<file path="src/rtl/hb_seq_pkg.sv">
// Shared encodings for the H-bridge startup sequencer: FSM states, fixed gate
// patterns, fault-code bit positions and the common counter width.
package hb_seq_pkg;

    typedef enum logic [2:0] {
        ST_IDLE  = 3'd0,
        ST_BOOT  = 3'd1,
        ST_FORCE = 3'd2,
        ST_RUN   = 3'd3,
        ST_FAULT = 3'd4
    } state_t;

    // Gate order is {Q4,Q3,Q2,Q1}
    localparam logic [3:0] GATES_OFF   = 4'b0000;
    localparam logic [3:0] GATES_BOOT  = 4'b1100;
    localparam logic [3:0] GATES_FORCE = 4'b1001;

    localparam int FC_SHOOT_BIT  = 0;
    localparam int FC_ADC_OR_BIT = 1;

    localparam int CNT_W = 20;

    // A leg is shorted when both of its switches (Q1/Q3 or Q2/Q4) are on
    function automatic logic is_shoot_through(input logic [3:0] gates);
        return (gates[0] & gates[2]) | (gates[1] & gates[3]);
    endfunction

endpackage

</file>
<file path="src/rtl/or_persistence_filter.sv">
// Trips once the ADC out-of-range flag has been high for N consecutive
// enabled clocks; a single low cycle or a disable restarts the count.
module or_persistence_filter
    import hb_seq_pkg::*;
#(
    parameter int unsigned N = 4
) (
    input  logic clock,
    input  logic reset,
    input  logic flag,
    input  logic enable,
    output logic trip
);

    localparam logic [CNT_W-1:0] TRIP_AT = CNT_W'(N - 1);

    logic [CNT_W-1:0] r_count;

    always_ff @(posedge clock or posedge reset) begin
        if (reset) begin
            r_count <= '0;
        end else if (!enable || !flag) begin
            r_count <= '0;
        end else if (r_count != '1) begin
            r_count <= r_count + 1'b1;
        end
    end

    // r_count holds the earlier high cycles, so the Nth one trips directly
    assign trip = enable && flag && (r_count >= TRIP_AT);

endmodule

</file>
<file path="src/rtl/bridge_startup_sequencer.sv">
// Startup/fault sequencer for the full-bridge gate drive: bootstrap charge,
// forced sigma=1, then pass-through of the control law, with latched faults.
module bridge_startup_sequencer
    import hb_seq_pkg::*;
#(
    parameter int unsigned BOOT_CYCLES  = 1000,
    parameter int unsigned FORCE_CYCLES = 1600,
    parameter int unsigned OR_FILTER    = 4,
    parameter int unsigned FAULT_HOLD   = 100000
) (
    input  logic       i_clock,
    input  logic       i_RESET,
    input  logic       i_enable,
    input  logic [3:0] i_MOSFET,
    input  logic [1:0] i_adc_or,
    input  logic       i_fault_clear,
    output logic [3:0] o_MOSFET,
    output logic [2:0] o_state,
    output logic       o_on,
    output logic       o_fault,
    output logic [1:0] o_fault_code
);

    localparam logic [CNT_W-1:0] BOOT_LAST  = CNT_W'(BOOT_CYCLES - 1);
    localparam logic [CNT_W-1:0] FORCE_LAST = CNT_W'(FORCE_CYCLES - 1);
    localparam logic [CNT_W-1:0] HOLD_AT    = CNT_W'(FAULT_HOLD);

    state_t           r_state;
    state_t           w_next;
    logic [CNT_W-1:0] r_count;
    logic [3:0]       r_mosfet;
    logic [3:0]       w_mosfet;
    logic [1:0]       r_code;
    logic [1:0]       w_code;
    logic             r_on;
    logic             r_fault;
    logic             w_active;
    logic             w_shoot;
    logic             w_or_trip;

    assign w_active = (r_state == ST_BOOT) || (r_state == ST_FORCE) || (r_state == ST_RUN);
    assign w_shoot  = (r_state == ST_RUN) && is_shoot_through(i_MOSFET);

    or_persistence_filter #(
        .N(OR_FILTER)
    ) u_or_filter (
        .clock  (i_clock),
        .reset  (i_RESET),
        .flag   (|i_adc_or),
        .enable (w_active),
        .trip   (w_or_trip)
    );

    // Fault sources are checked before the enable drop so they win on a tie
    always_comb begin
        w_next = r_state;
        w_code = r_code;
        if (w_shoot || w_or_trip) begin
            w_next                = ST_FAULT;
            w_code                = '0;
            w_code[FC_SHOOT_BIT]  = w_shoot;
            w_code[FC_ADC_OR_BIT] = w_or_trip;
        end else if (w_active && !i_enable) begin
            w_next = ST_IDLE;
        end else begin
            case (r_state)
                ST_IDLE:  if (i_enable) w_next = ST_BOOT;
                ST_BOOT:  if (r_count == BOOT_LAST) w_next = ST_FORCE;
                ST_FORCE: if (r_count == FORCE_LAST) w_next = ST_RUN;
                ST_FAULT: begin
                    if ((r_count >= HOLD_AT) && i_fault_clear && !i_enable) begin
                        w_next = ST_IDLE;
                        w_code = '0;
                    end
                end
                default:  w_next = r_state;
            endcase
        end
    end

    // Gate pattern follows the upcoming state so o_MOSFET stays registered
    always_comb begin
        w_mosfet = GATES_OFF;
        case (w_next)
            ST_BOOT:  w_mosfet = GATES_BOOT;
            ST_FORCE: w_mosfet = GATES_FORCE;
            ST_RUN:   w_mosfet = is_shoot_through(i_MOSFET) ? GATES_OFF : i_MOSFET;
            default:  w_mosfet = GATES_OFF;
        endcase
    end

    always_ff @(posedge i_clock or posedge i_RESET) begin
        if (i_RESET) begin
            r_state  <= ST_IDLE;
            r_count  <= '0;
            r_mosfet <= GATES_OFF;
            r_code   <= '0;
            r_on     <= 1'b0;
            r_fault  <= 1'b0;
        end else begin
            r_state  <= w_next;
            r_mosfet <= w_mosfet;
            r_code   <= w_code;
            r_on     <= (w_next == ST_RUN);
            r_fault  <= (w_next == ST_FAULT);
            if (w_next != r_state) begin
                r_count <= '0;
            end else if (r_count != '1) begin
                r_count <= r_count + 1'b1;
            end
        end
    end

    assign o_state      = r_state;
    assign o_MOSFET     = r_mosfet;
    assign o_on         = r_on;
    assign o_fault      = r_fault;
    assign o_fault_code = r_code;

endmodule

</file>
<file path="config.mk">
export PLATFORM = sky130hd
export DESIGN_NAME = bridge_startup_sequencer
export DESIGN_NICKNAME = d
export VERILOG_FILES = /design/src/rtl/hb_seq_pkg.sv /design/src/rtl/or_persistence_filter.sv /design/src/rtl/bridge_startup_sequencer.sv
export SDC_FILE = /design/constraint.sdc
export NUM_CORES = 1
export LEC_CHECK = 0
export ABC_AREA = 1
export CORE_ASPECT_RATIO = 1.25
export CORE_MARGIN = 10
export CORE_UTILIZATION = 45
export DETAILED_ROUTE_END_ITERATION = 16
export SKIP_LAST_GASP = 1
export SYNTH_ARGS = -nofsm -noshare
export SYNTH_HDL_FRONTEND = slang
export SYNTH_HIERARCHICAL = 1
export SYNTH_SLANG_ARGS = --single-unit
</file>
<file path="constraint.sdc">
create_clock -name i_clock -period 2.8 [get_ports i_clock]
set_input_delay 0.56 -clock i_clock [delete_from_list [all_inputs] [get_ports i_clock]]
set_output_delay 0.56 -clock i_clock [all_outputs]
set_load 0.005 [all_outputs]
</file>
==> results.py <==
metrics = {
    "status": {
        "status": "complete, no violations",
    },
    "critical_path": {
        "path_max_fanout": 18,
        "cp.required_ns": 2.99,
        "end_kind": "flip-flop",
        "worstPathArrival_ns": 2.64,
        "r2r-start": "u_or_filter/r_count[0]$_DFFE_PP0P_",
        "startpoint": "u_or_filter/r_count[0]$_DFFE_PP0P_",
        "critPathMaxStageDelay_ns": 0.46,
        "cp.buffers_inverters": 3,
        "cp_top_family": "simple AND/OR/NAND/NOR gates",
        "critical_path_class": "flip-flop to flip-flop",
        "cp_cell_sequence": "ha_1 -> inv_1 -> nand3_1 -> nor2_1 -> nand4_1 -> o21ai_0 -> inv_1 -> inv_1 -> nand2_2 -> nor2_1 -> nand2_2 -> nand2_1 -> nand2_2 -> nand3_4 -> nor2_1",
        "crit_path_start_kind": "flip-flop",
        "slowest_stage": "dfrtp_1",
    },
    "die": {
        "ios": 21,
        "rows": 35,
        "die_h_um": 116,
        "core_area_um2": 7270,
        "dieArea_um2": 11300,
        "initial_core_util_pct": 45.7,
        "fp.dieW_um": 96.9,
    },
    "cells_and_area": {
        "fin_util_pct": 51.2,
        "drive_gt1_share_pct": 10.6,
        "area_growth_pct": 12.0,
        "num_antenna_cells": 0,
        "fin_cells": 602,
        "nets": 522,
    },
    "worst_hold_path": {
        "hp-class": "flip-flop to flip-flop",
        "hp-start": "o_fault_code[1]$_DFFE_PP0P_",
    },
    "power_and_ir_drop": {
        "power_frac_comb_pct": 30.1,
        "switching_share_pct": 37.9,
        "seqPwrFrac_pct": 45.9,
        "p_switching_w": 0.000736,
        "power_density_nw_per_um2": 522,
        "leakage_nw": 1.86,
        "ir_drop_uv": 309,
        "power.internal_w": 0.00121,
        "clock_power_share_pct": 24.0,
    },
    "route": {
        "wl_per_cell_um": 13.2,
        "wl_mm": 7.93,
        "via_count": 3058,
        "dr.pass1.iters": 4,
        "drt-initial-drc-count": 104,
        "via_per_inst": 5.08,
        "drcViolationCount": 0,
        "ant_nets": 0,
    },
    "global_route": {
        "grt_max_degree": 32,
        "grt_antenna_before_repair": 0,
        "grt.total_usage_pct": 14.1,
        "grt_busiest_layer": "met2",
        "grt_overflow_total": 0,
        "grt_pass1_wl_mm": 13.5,
        "grt_pass1_vias": 3031,
        "grt_use_met1_pct": 14.2,
        "gr-usage-met2_pct": 28.3,
        "grt_util_met3_pct": 2.13,
    },
    "synth": {
        "ys_top_cells_by_area": "dfrtp_1, nand2_1, nor2_1, inv_1, nand3_1",
        "syn-num-nets": 497,
        "yosysWarnings": 6,
        "ys_seq_elements": 51,
        "async_flop_share_pct": 100,
        "synthCells": 484,
        "synthTopCellsByCount": "nand2_1, nor2_1, inv_1",
        "synth.most_common_cell": "nand2_1",
        "ys.flop_type": "dfrtp_1",
        "synth_top_area_share_pct": 38.4,
        "ys_seq_area_share_pct": 38.4,
        "netlist_area_um2": 3330,
        "synth_area_leader_cell": "dfrtp_1",
        "syn_avg_cell_area_um2": 6.87,
        "yosysUniqueCellTypes": 34,
        "synth_edf_count": 0,
    },
    "sta": {
        "hold_violations": 0,
        "fin_tns_setup_ns": 0,
        "fin_skew_ns": 0.0146,
        "rsz0062_at_grt": "false",
        "worstMarginPinSlew_ns": 0.823,
        "drv_slew": 0,
        "max_freq_ghz": 0.408,
        "timing.final.crit_share_pct": 87.6,
        "post-route-min-period_ns": 2.45,
        "maxSlewHeadroom_pct": 45.1,
        "setup_viol": 0,
    },
    "place": {
        "portBuffers": 20,
        "gp_congestion": 0.869,
        "dp_hpwl_mm": 6.16,
        "dp_cells": 594,
    },
    "clocking": {
        "ctsHoldBuffers": 0,
        "numCtsBuffers": 5,
        "clkSinkCount": 51,
        "cts_buffer_depth": 2,
        "root_buffer": "clkbuf_8",
        "cts_setup_buffers": 0,
        "htree_levels": 2,
        "cts_tree": "done",
        "path_clk_slew_ns": 0.11,
        "worstSkewPairLatency_ns": 0.32,
        "cts-resized-gates": 0,
    },
    "run": {
        "timing.max_cap.violations": 0,
    },
}
registers in the layout (all words and copies together), names as in the netlist:
| signal | count |
|---|---|
| r_count | 20 |
| u_or_filter/r_count | 20 |
| o_MOSFET | 4 |
| o_state | 3 |
| o_fault_code | 2 |
| o_fault | 1 |
| o_on | 1 |
final cells by class:
cell class | instances | area, um^2
Multi-Input combinational cell | 361 | 1760
Timing Repair Buffer | 24 | 230
Inverter | 66 | 248
Clock buffer | 5 | 68.8
Clock inverter | 3 | 28.8
Sequential cell | 51 | 1280
Fill cell | 795 | 3550
Tap cell | 92 | 115
cells in the final DEF (no fill, tap or decap), types with 5 or more instances in the layout:
| cell type | count |
|---|---|
| nor3_1 | 10 |
| nor2_1 | 76 |
| dfrtp_1 | 51 |
| o21ai_0 | 16 |
| clkbuf_8 | 5 |
| nand2_1 | 134 |
| or2_2 | 9 |
| nand3_1 | 46 |
| nand4_1 | 12 |
| clkdlybuf4s50_1 | 20 |
| xor2_1 | 7 |
| inv_1 | 65 |
| nand2_2 | 6 |
| a21oi_1 | 5 |
| nor2_2 | 13 |
worst min-delay path: cells and delay by family (launching register included):
kind | cells | cell delay, ns
flip-flops | 1 | 0.37
AND/OR/NAND/NOR | 2 | 0.15
power by group through the flow:
stage          Sequential [W]  Combinational (W)  Clock, W
5_1_grt              0.000907           0.000660  0.000517
6_report             0.000893           0.000586  0.000466
4_1_cts              0.000894           0.000601  0.000485
2_1_floorplan        0.000878           0.000432         0
3_5_place_dp         0.000909           0.000599         0
3_3_place_gp         0.000909           0.000591         0
final timing paths:
kind | to | slack (ns) | cells past startpoint
setup / recovery | r_count[12]$_DFFE_PP0P_ | 0.35 | 15
hold / removal | o_fault_code[1]$_DFFE_PP0P_ | 0.54 | 2
setup reg to reg | r_count[12]$_DFFE_PP0P_ | 0.35 | 15
max in group asynchronous | u_or_filter/r_count[14]$_DFFE_PP0P_ | 1.56 | 2
hold reg to reg | o_fault_code[1]$_DFFE_PP0P_ | 0.54 | 2
min in group asynchronous | r_count[16]$_DFFE_PP0P_ | 0.64 | 3
metal layers:
metal,up-vias,share of wire [%]
met3,15,1.7
met2,32,56
li1,1578,-
met1,1433,40
met5,-,0
met4,0,2.0
kinds of logic (layout without fill, tap and decap cells):
family	count (synthesis)	in the layout	synth area share (%)
adder cells (fa/ha/maj)	3	3	1.13
AND/OR/NAND/NOR	322	322	44.8
AO/OA/AOI/OAI	28	28	4.74
XOR/XNOR	8	8	2.11
flip-flops	51	51	38.4
buffers and inverters	72	98	8.80
through the flow:
step | hold WS (ns) | instance area [um^2] | worst slack, ns | power, W
floorplan | 0.492 | 3330 | 0.574 | 0.00131
global route | 0.561 | 3720 | 0.0903 | 0.00208
global placement | 0.500 | 3630 | 0.212 | 0.00150
detailed placement | 0.505 | 3630 | 0.143 | 0.00151
finish | 0.542 | 3720 | 0.347 | 0.00195
CTS | 0.538 | 3720 | 0.289 | 0.00198
Note: power is estimated with default switching activity, not from simulation.
